### config.mk
export PLATFORM = sky130hd
export DESIGN_NAME = sum16_serie
export DESIGN_NICKNAME = d
export VERILOG_FILES = /design/src/rtl/sum16_serie.sv
export SDC_FILE = /design/constraint.sdc
export NUM_CORES = 1
export LEC_CHECK = 0
export ABC_AREA = 1
export BUFFER_PORTS_ARGS = -buffer_cell sky130_fd_sc_hd__buf_2
export CAP_MARGIN = 10
export CORE_MARGIN = 8
export CORE_UTILIZATION = 54
export DETAILED_ROUTE_END_ITERATION = 10
export PLACE_DENSITY = 0.85
export SETUP_SLACK_MARGIN = 0.05
export SYNTH_ARGS = -nofsm -noshare
export SYNTH_HDL_FRONTEND = slang
export SYNTH_SLANG_ARGS = --single-unit
### constraint.sdc
create_clock -name clk -period 3.8 [get_ports clk]
set_input_delay 0.19 -clock clk [delete_from_list [all_inputs] [get_ports clk]]
set_output_delay 0.19 -clock clk [all_outputs]
set_load 0.005 [all_outputs]
### src/rtl/sum16_serie.sv
// Serial wide adder: time-multiplexes one 4-bit carry-lookahead adder (sum4), one nibble per cycle.
// Optional subtract mode is enabled by defining SERIE_SUB_EN.

module sum4 (
  output logic [3:0] S,
  output logic       c_out,
  input  logic [3:0] A,
  input  logic [3:0] B,
  input  logic       c_in
);

  logic [3:0] g, p;
  logic [4:0] c;

  always_comb begin
    g    = A & B;
    p    = A ^ B;
    c[0] = c_in;
    c[1] = g[0] | (p[0] & c_in);
    c[2] = g[1] | (p[1] & g[0]) | (p[1] & p[0] & c_in);
    c[3] = g[2] | (p[2] & g[1]) | (p[2] & p[1] & g[0]) | (p[2] & p[1] & p[0] & c_in);
    c[4] = g[3] | (p[3] & g[2]) | (p[3] & p[2] & g[1]) | (p[3] & p[2] & p[1] & g[0]) |
           (p[3] & p[2] & p[1] & p[0] & c_in);
    S     = p ^ c[3:0];
    c_out = c[4];
  end

endmodule

module sum16_serie #(
  parameter int unsigned NIB = 4
) (
  input  logic             clk,
  input  logic             reset_n,
  input  logic             start,
  input  logic [4*NIB-1:0] a,
  input  logic [4*NIB-1:0] b,
  input  logic             cin,
`ifdef SERIE_SUB_EN
  input  logic             sub,
`endif
  output logic [4*NIB-1:0] s,
  output logic             cout,
  output logic             busy,
  output logic             done
);

  localparam int unsigned W    = 4 * NIB;
  localparam int unsigned IdxW = $clog2(NIB) + 1;

  typedef enum logic [1:0] {StIdle, StRun, StDone} state_e;

  state_e          state_q, state_d;
  logic [W-1:0]    ra, ra_d, rb, rb_d, rs, rs_d, rs_upd, s_d;
  logic [IdxW-1:0] idx, idx_d;
  logic            cr, cr_d, cout_d, done_d, last;
  logic [3:0]      nib_a, nib_b, nib_s;
  logic            nib_c;

  // Select the active operand nibble and merge the fresh sum nibble into the shadow result.
  always_comb begin
    nib_a  = '0;
    nib_b  = '0;
    rs_upd = rs;
    for (int unsigned i = 0; i < NIB; i++) begin
      if (idx == IdxW'(i)) begin
        nib_a             = ra[4*i +: 4];
        nib_b             = rb[4*i +: 4];
        rs_upd[4*i +: 4]  = nib_s;
      end
    end
    last = (idx == IdxW'(NIB - 1));
  end

  sum4 u_sum4 (nib_s, nib_c, nib_a, nib_b, cr);

  always_comb begin
    state_d = state_q;
    ra_d    = ra;
    rb_d    = rb;
    cr_d    = cr;
    idx_d   = idx;
    rs_d    = rs;
    s_d     = s;
    cout_d  = cout;
    done_d  = 1'b0;
    busy    = 1'b0;
    unique case (state_q)
      StIdle, StDone: begin
        if (start) begin
          ra_d  = a;
          rb_d  = b;
          cr_d  = cin;
`ifdef SERIE_SUB_EN
          if (sub) begin
            rb_d = ~b;
            cr_d = 1'b1;
          end
`endif
          idx_d   = '0;
          state_d = StRun;
        end else begin
          state_d = StIdle;
        end
      end
      StRun: begin
        busy = 1'b1;
        rs_d = rs_upd;
        if (last) begin
          // Final carry leaves through cout; cr and idx stay put.
          s_d     = rs_upd;
          cout_d  = nib_c;
          done_d  = 1'b1;
          state_d = StDone;
        end else begin
          cr_d  = nib_c;
          idx_d = idx + 1'b1;
        end
      end
      default: state_d = StIdle;
    endcase
  end

  always_ff @(posedge clk) begin
    if (!reset_n) begin
      state_q <= StIdle;
      ra      <= '0;
      rb      <= '0;
      cr      <= 1'b0;
      idx     <= '0;
      rs      <= '0;
      s       <= '0;
      cout    <= 1'b0;
      done    <= 1'b0;
    end else begin
      state_q <= state_d;
      ra      <= ra_d;
      rb      <= rb_d;
      cr      <= cr_d;
      idx     <= idx_d;
      rs      <= rs_d;
      s       <= s_d;
      cout    <= cout_d;
      done    <= done_d;
    end
  end

endmodule

==> metrics.yaml <==
synth_seq_cells: 68
layout-area-overhead-vs-synth_pct: 14.1
maxSlewViolCount: 0
coreArea_sq_mm: 0.00551
relSlewSlack: 0.419
cp_max_fo: 12
rsz0062_at_grt: "false"
grt_pass1_wl_um: 12100
leakage_uw: 0.00178
fin_area_sq_mm: 0.00352
drive_gt1_frac: 0.176
nFillCells: 507
cts_buffers: 9
setup.worst_path.class: "reg2reg"
die_w_um: 91.6
post_cts_resize_count: 0
finalPower_uw: 1610
cp-end-kind: "flip-flop"
hold_class: "in2reg"
drt_wl_total_um: 6980
cts.sinks: 68
dieHeight_um: 91.6
synth_largest_area_cell: "dfxtp_1"
antenna_left: 0
synth.area.top_cells: "dfxtp_1, nand2_1, o21ai_0"
gp_congestion: 0.914
drt_iter0_markers: 155
peakVddDrop_v: 0.000252
h-tree-depth: 3
multiInputGateArea_sq_mm: 0.00143
netlist_area_sq_mm: 0.00309
final_core_util: 0.640
avgSynthCellArea_sq_um: 7.20
start_util: 0.561
ys.flop_type: "dfxtp_1"
worst_pin_slew_ns: 0.871
hold_viol_final: 0
worstPathRequired_ns: 4.09
period_share: 0.736
postCtsSetupBuffers: 0
synth-edff-count: 0
wl_per_cell_um: 12.7
tns_ns: 0
cp-startpoint: "idx[0]$_SDFFE_PN0P_"
gr-total-overflow: 0
ys_async_sr_fraction: 0
post-synth-top-area-fraction: 0.441
finClkSkew_ns: 0.00651
cts_root_buf: "clkbuf_8"
drv_cap: 0
dp_cells: 534
ctsHoldBuffers: 0
drt_first_pass_iters: 4
cts_max_path_buffers: 2
synth.yosys.seq_area_share: 0.441
insertion_delay_ns: 0.35
min_from: "a[6]"
rows: 27
place_area_sq_mm: 0.00333
post_drt_via_cell_ratio: 5.12
power_density_mw_per_mm2: 458
grtUsageTotal: 0.175
synth_nets: 475
crit_arrival_ns: 3.09
via_count: 2816
ys_warn_count: 0
antenna_cells: 0
layout_min_cycle_time_ns: 2.80
fin_nets: 519
path_clk_slew_ns: 0.07
finalSetupViolations: 0
grt_pass1_vias: 2750
syn_inst: 429
drc_errors: 0
grt_max_degree: 45
status: "complete, no violations"
synthDistinctLibCells: 26
start_kind: "flip-flop"
fmax_ghz: 0.358
dp_hpwl_um: 5220
die_area_sq_mm: 0.00839
antenna_found_initial: 0
io-pin-count: 55
reg2reg_from: "idx[0]$_SDFFE_PN0P_"
cts_tree: "yes"
regArea_sq_mm: 0.00136
instances_no_fill: 550
port_buffers: 54
==> routing by layer <==
layer / track usage / vias up / part of all wire
li1: - / 1468 / -
met1: 0.198 / 1258 / 0.46
met2: 0.292 / 79 / 0.45
met3: 0.0560 / 11 / 0.067
met4: 0.0859 / 0 / 0.020
met5: 0 / - / 0
==> cells by family (layout without fill, tap and decap cells) <==
| group | Yosys count | after routing | share of synthesized area |
|---|---|---|---|
| buffers and inverters | 69 | 118 | 0.0949 |
| and+or+nand+nor | 182 | 182 | 0.246 |
| DFF | 68 | 68 | 0.441 |
| adders and majority gates | 10 | 10 | 0.0430 |
| AOI/OAI and AO/OA | 100 | 100 | 0.175 |
==> Yosys cell counts, types with 2 or more instances <==
cell type / count
a22o_1: 3
inv_2: 4
nand4_1: 2
nor2_1: 72
o21ai_1: 12
buf_2: 6
clkbuf_1: 8
nand2_2: 5
o211ai_1: 6
dfxtp_1: 68
a21oi_1: 13
o21ai_0: 57
a31oi_1: 7
nand2_1: 80
ha_1: 9
nand3_1: 18
buf_4: 7
inv_1: 44
==> where the power goes <==
part	switching [uW]	internal [uW]
combinational	179	98.1
clock	268	287
sequential	25.1	758
total	472	1140
==> layout by cell type, fill, tap and decap left out, drive strengths merged <==
master / count
ha: 9
clkbuf: 12
nand3: 18
a21oi: 13
o21ai: 70
a31oi: 7
nand2: 86
o22ai: 1
nand4: 2
fa: 1
or2: 1
buf: 54
dfxtp: 68
inv: 48
nor2: 75
clkinv: 3
a22o: 3
clkinvlp: 1
o211ai: 6
==> through the flow <==
step	setup WS (ns)	hold slack, ns
floorplan	1.54	0.357
global placement	1.13	0.432
detailed placement	1.06	0.437
CTS	1.04	0.0845
global route	0.733	0.100
finish	1.00	0.0915
==> final cells by class <==
type / count / share of cell area
Tap cell: 72 / 0.0256
Sequential cell: 68 / 0.387
Timing Repair Buffer: 54 / 0.0767
Multi-Input combinational cell: 292 / 0.407
Clock buffer: 12 / 0.0469
Clock inverter: 4 / 0.00639
Inverter: 48 / 0.0512
==> worst paths after layout <==
path	slack (ns)	depth (start not counted)	endpoint
worst max-delay path	1.00	13	rs[9]$_SDFFE_PN0P_
worst min-delay path	0.09	3	ra[6]$_SDFFE_PN0P_
worst max register to register	1.00	13	rs[9]$_SDFFE_PN0P_
worst min register to register	0.45	2	s[13]$_SDFFE_PN0P_
==> critical path: stages, from the launching register on <==
cell	delay [ns]
dfxtp_1	0.40
ha_1	0.19
ha_1	0.47
inv_1	0.24
o21ai_0	0.15
o21ai_1	0.15
fa_1	0.40
nand2_1	0.09
inv_1	0.05
o21ai_0	0.19
o21ai_0	0.16
nand2_1	0.08
o211ai_1	0.08
inv_1	0.08
==> flip-flops by register name, summed over array words and instances, names as in the netlist <==
name,count
ra,16
rb,16
s,16
rs,12
idx,3
state_q,2
cout,1
cr,1
done,1
No activity file was read; power rests on OpenSTA's default activity.
